### src/rtl/ctrl_pipe_reg.sv
// Control-signal pipeline registers for ID/EX -> EX/MEM -> MEM/WB with hold, flush,
// valid gating and a saturating retirement counter.
module ctrl_pipe_reg (
    input  logic       clk,
    input  logic       rst_n,
    input  logic       hold_i,
    input  logic       flush_i,
    input  logic       valid_i,
    input  logic       shift_i,
    input  logic       size_i,
    input  logic       enable_i,
    input  logic       rw_i,
    input  logic       load_i,
    input  logic       s_i,
    input  logic       rf_i,
    input  logic [3:0] alu_i,
    input  logic [3:0] rd_i,
    output logic       valid_ex,
    output logic       shift_ex,
    output logic       s_ex,
    output logic       load_ex,
    output logic       rf_ex,
    output logic [3:0] alu_ex,
    output logic [3:0] rd_ex,
    output logic       valid_mem,
    output logic       size_mem,
    output logic       enable_mem,
    output logic       rw_mem,
    output logic       load_mem,
    output logic       rf_mem,
    output logic [3:0] rd_mem,
    output logic       valid_wb,
    output logic       load_wb,
    output logic       rf_wb,
    output logic [3:0] rd_wb,
    output logic [15:0] retired_o
);
    localparam int STAGES = 3;

    typedef struct packed {
        logic       shift;
        logic [3:0] alu;
        logic       size;
        logic       enable;
        logic       rw;
        logic       load;
        logic       s;
        logic       rf;
        logic [3:0] rd;
    } id_ex_t;

    typedef struct packed {
        logic       size;
        logic       enable;
        logic       rw;
        logic       load;
        logic       rf;
        logic [3:0] rd;
    } ex_mem_t;

    typedef struct packed {
        logic       load;
        logic       rf;
        logic [3:0] rd;
    } mem_wb_t;

    logic [STAGES:1] vld_pipe;
    id_ex_t          id_d;
    id_ex_t          ex_q;
    ex_mem_t         mem_q;
    mem_wb_t         wb_q;
    logic [15:0]     retired_q;

    // Bubbles keep rd but zero their control so they match an all-zero bundle;
    // a flush clears rd as well.
    always_comb begin
        id_d = '0;
        if (!flush_i) begin
            id_d.rd = rd_i;
            if (valid_i) begin
                id_d.shift  = shift_i;
                id_d.alu    = alu_i;
                id_d.size   = size_i;
                id_d.enable = enable_i;
                id_d.rw     = rw_i;
                id_d.load   = load_i;
                id_d.s      = s_i;
                id_d.rf     = rf_i;
            end
        end
    end

    always_ff @(posedge clk or negedge rst_n) begin
        if (!rst_n) begin
            vld_pipe  <= '0;
            ex_q      <= '0;
            mem_q     <= '0;
            wb_q      <= '0;
            retired_q <= '0;
        end else if (!hold_i) begin
            vld_pipe     <= {vld_pipe[STAGES-1:1], valid_i & ~flush_i};
            ex_q         <= id_d;
            mem_q.size   <= ex_q.size;
            mem_q.enable <= ex_q.enable;
            mem_q.rw     <= ex_q.rw;
            mem_q.load   <= ex_q.load;
            mem_q.rf     <= ex_q.rf;
            mem_q.rd     <= ex_q.rd;
            wb_q.load    <= mem_q.load;
            wb_q.rf      <= mem_q.rf;
            wb_q.rd      <= mem_q.rd;
            if (vld_pipe[STAGES] && retired_q != 16'hFFFF)
                retired_q <= retired_q + 16'd1;
        end
    end

    assign valid_ex   = vld_pipe[1];
    assign shift_ex   = ex_q.shift & vld_pipe[1];
    assign s_ex       = ex_q.s & vld_pipe[1];
    assign load_ex    = ex_q.load & vld_pipe[1];
    assign rf_ex      = ex_q.rf & vld_pipe[1];
    assign alu_ex     = ex_q.alu & {4{vld_pipe[1]}};
    assign rd_ex      = ex_q.rd;

    assign valid_mem  = vld_pipe[2];
    assign size_mem   = mem_q.size & vld_pipe[2];
    assign enable_mem = mem_q.enable & vld_pipe[2];
    assign rw_mem     = mem_q.rw & vld_pipe[2];
    assign load_mem   = mem_q.load & vld_pipe[2];
    assign rf_mem     = mem_q.rf & vld_pipe[2];
    assign rd_mem     = mem_q.rd;

    assign valid_wb   = vld_pipe[3];
    assign load_wb    = wb_q.load & vld_pipe[3];
    assign rf_wb      = wb_q.rf & vld_pipe[3];
    assign rd_wb      = wb_q.rd;

    assign retired_o  = retired_q;
endmodule
### config.mk
export PLATFORM = sky130hd
export DESIGN_NAME = ctrl_pipe_reg
export DESIGN_NICKNAME = d
export VERILOG_FILES = /design/src/rtl/ctrl_pipe_reg.sv
export SDC_FILE = /design/constraint.sdc
export NUM_CORES = 1
export LEC_CHECK = 0
export BUFFER_PORTS_ARGS = -buffer_cell sky130_fd_sc_hd__buf_4
export CAP_MARGIN = 20
export CORE_UTILIZATION = 51
export DETAILED_ROUTE_END_ITERATION = 8
export GPL_ROUTABILITY_DRIVEN = 1
export GPL_TIMING_DRIVEN = 1
export PLACE_DENSITY = 0.9
export SLEW_MARGIN = 40
export SYNTH_ARGS = -nofsm -noshare
export SYNTH_HDL_FRONTEND = slang
export SYNTH_SLANG_ARGS = --single-unit
export TNS_END_PERCENT = 5
### constraint.sdc
create_clock -name clk -period 2.3 [get_ports clk]
set_input_delay 0.46 -clock clk [delete_from_list [all_inputs] [get_ports clk]]
set_output_delay 0.46 -clock clk [all_outputs]
set_load 0.03 [all_outputs]
==> implementation parameters <==
Parameter                              Value

Die
  Initial cell density of the core ... 0.545
  Total Die Area ... between 4000 and 5000 sq um
  Width of the die ... 68.1 um
  Die Span Y ... 68.1 um
  Number of top-level pins ... 66
  Placement row count ... 23
  Core outline area ... 4090 sq um

STA
  Fmax ... about 0.52 GHz
  Minimum period implied by the final worst setup slack ... slightly below 2 ns
  Final hold violation count ... 0
  Setup repair after global routing missed its margin ... no
  Worst Skew ... 0.00740 ns
  Final-report setup violation count ... 0
  Final-report max-slew violation count ... 0
  Setup_tns ... 0 ns
  Rel. slew slack ... 0.597
  Fraction of the cycle the final worst path needs ... 0.841
  Slew at the pin closest to its max-slew limit ... ~0.60 ns

Route
  Total number of vias ... roughly 1500
  Number of remaining DRC errors ... 0
  Total Wirelength ... 4.33 mm
  Via density per instance ... 5.32
  Number of routed nets with antenna violations ... 0
  Average routed wire per standard cell ... 14.9 um
  Initial DRC count ... between 40 and 50
  Initial DRT Pass Iterations ... 4

Flow run
  Number of max-cap violations ... 0

Power
  Cell area power density ... between 700 and 800 nW/um^2
  P_leak ... roughly 1.5 nW
  Power consumption ... 2.09 mW
  Worst ir drop on vdd ... between 0.7 and 0.8 mV

Synthesis
  Ys Warns ... 0
  Register bit total from synthesis ... 49
  Syn avg cell area ... 12.1 sq um
  Ys flop type ... dfrtp_1
  Post-synth design cell area ... between 2000 and 2500 sq um
  Most numerous cell in the Yosys netlist ... dfrtp_1
  Top cell types by occurrence after synthesis ... dfrtp_1 (49), mux2_2 (17), and2_1 (15)
  Area contributors post-synth ... dfrtp_1 (55%), mux2_2 (8.6%), xor2_1 (4.7%)
  Asr flop ratio synth ... 1.00
  Sequential element share of the synthesized area ... 0.551
  Post-synthesis cell count ... roughly 180
  Area share of the largest cell type after synthesis ... 0.551
  Synthesized Nets ... between 200 and 250
  Unique cell type count in the Yosys netlist ... 33
  Number of synthesized flops with an enable pin ... 0
  Dominant cell type by area after synthesis ... dfrtp_1

Placement
  Half-perimeter wire length after placement ... around 3 mm
  RePlAce Congestion ... 0.892
  Count of buffers inserted at the top-level ports ... 65

Hold path
  Class of the tightest hold or removal check ... primary input to asynchronous set/reset pin

Global routing
  Vias in the first global route ... between 1000 and 1500
  Maximum number of pins on one net before global-route repair ... 50
  Global-route wire length before repair ... just under 7 mm
  Antenna violations before repair ... 0
  Gr usage total ... 0.205
  Total grt overflow ... 0

Setup path
  Flop-to-flop setup slack ... between 0.3 and 0.4 ns
  Sort of element at the end of the critical path ... flop
  Arrival time at the worst endpoint ... 2.12 ns
  Worst Path Class, Setup ... flop to flop
  Critical Path Fanout Max ... 9
  Type of origin of the critical path ... flop
  Required time of the critical path ... roughly 2.5 ns
  Register-to-Register Path Depth ... 5
  Worst reg2reg path endpoint ... retired_o[1]
  Worst reg2reg startpoint ... retired_o[0]

Layout
  Final layout net count ... roughly 260
  Layout overhead on the synthesized area ... 24.9%
  Filler cells ... 306
  Ant. Diodes ... 0
  Area used by sequential logic in the layout ... between 1000 and 1500 sq um
  Multi-input gate area in the final layout ... slightly below 900 sq um
  Share of post-route cells with drive strength above 1 ... 0.408

Clocking
  Htree depth ... 2
  Max Buffers Root-to-Sink ... 2
  Cell at the root of the clock tree ... clkbuf_8
  Number of gates given a new drive strength after cts ... 0
  Post-CTS Setup Repair Bufs ... 0
  Clk_lat worst skew ... between 0.2 and 0.3 ns
  Inserted Clock Buffers ... 5
  Clock Pin Slew Worst Setup and Hold Paths ... 0.08 ns
  Total number of clock tree sinks ... between 40 and 50
  CTS tree ... built
  Hold-fix buffers at CTS ... 0

Status
  Run status ... complete, no violations
## final cells by class
type / count / share of cell area
Multi-Input combinational cell: 115 / 0.315
Inverter: 2 / 0.00270
Timing Repair Buffer: 67 / 0.181
Clock buffer: 5 / 0.0248
Sequential cell: 49 / 0.441
Tap cell: 50 / 0.0225
Clock inverter: 2 / 0.0126
## worst max path at each step
stage,start,endpoint,slack [ns]
after global routing,retired_o[0],retired_o[1],0.18
after CTS,retired_o[0],retired_o[1],0.36
after global placement,hold_i,retired_o[15],0.42
after detailed placement,hold_i,retired_o[15],0.36
after floorplan,retired_o[0],retired_o[1],0.33
final,retired_o[0],retired_o[1],0.37
## through the flow
step	setup WS, ns	std cells	utilization	hold WS, ns	area [sq um]
floorplan	0.328	184	-	0.164	2230
global placement	0.416	283	0.655	0.480	2680
detailed placement	0.363	283	0.655	0.491	2680
CTS	0.361	290	0.680	0.181	2780
global route	0.184	290	0.680	0.213	2780
finish	0.367	290	0.680	0.168	2780
## layout by cell type, fill, tap and decap left out, types with 4 or more instances in the layout
master and count:
mux2_2 17, buf_4 67, o21ai_0 5, nor3_1 9
xor2_1 12, a22o_1 11, nand3_1 5, and2_1 15
nand2_1 12, dfrtp_1 49, clkbuf_8 5, nand2b_1 4
## logic make-up after synthesis
kind of cell / synth area share
muxes: 0.0978
xor gates and xnor gates: 0.0512
AOI/OAI and AO/OA: 0.0630
adders and majority gates: 0.00562
DFF: 0.551
buffers and inverters: 0.0551
and+or+nand+nor: 0.177
## power by group
part	internal [mW]	switching (mW)	leakage, nW
Sequential	0.946	0.101	0.645
Clock	0.316	0.261	0.0540
Combinational	0.201	0.260	0.762
## worst max-delay path, cell delays in order, from the launching register on
cell and delay [ns]:
dfrtp_1 0.45, ha_1 0.24, nand4_2 0.18, nor4_4 0.55, nor2_2 0.10, mux2_4 0.31
## flip-flops by register name (all words and copies together), names as in the netlist
signal	count
retired_o	16
ex_q	11
mem_q	5
rd_ex	4
rd_mem	4
rd_wb	4
vld_pipe	3
wb_q	2
## per-layer routing
metal / vias to the layer above / wire length [um] / global-route usage
met5: - / 0 / 0
met4: 0 / 51 / 0.0781
met3: 4 / 172 / 0.0667
met2: 35 / 2200 / 0.321
met1: 760 / 1910 / 0.263
li1: 743 / - / -
No activity file was read; power rests on OpenSTA's default activity.
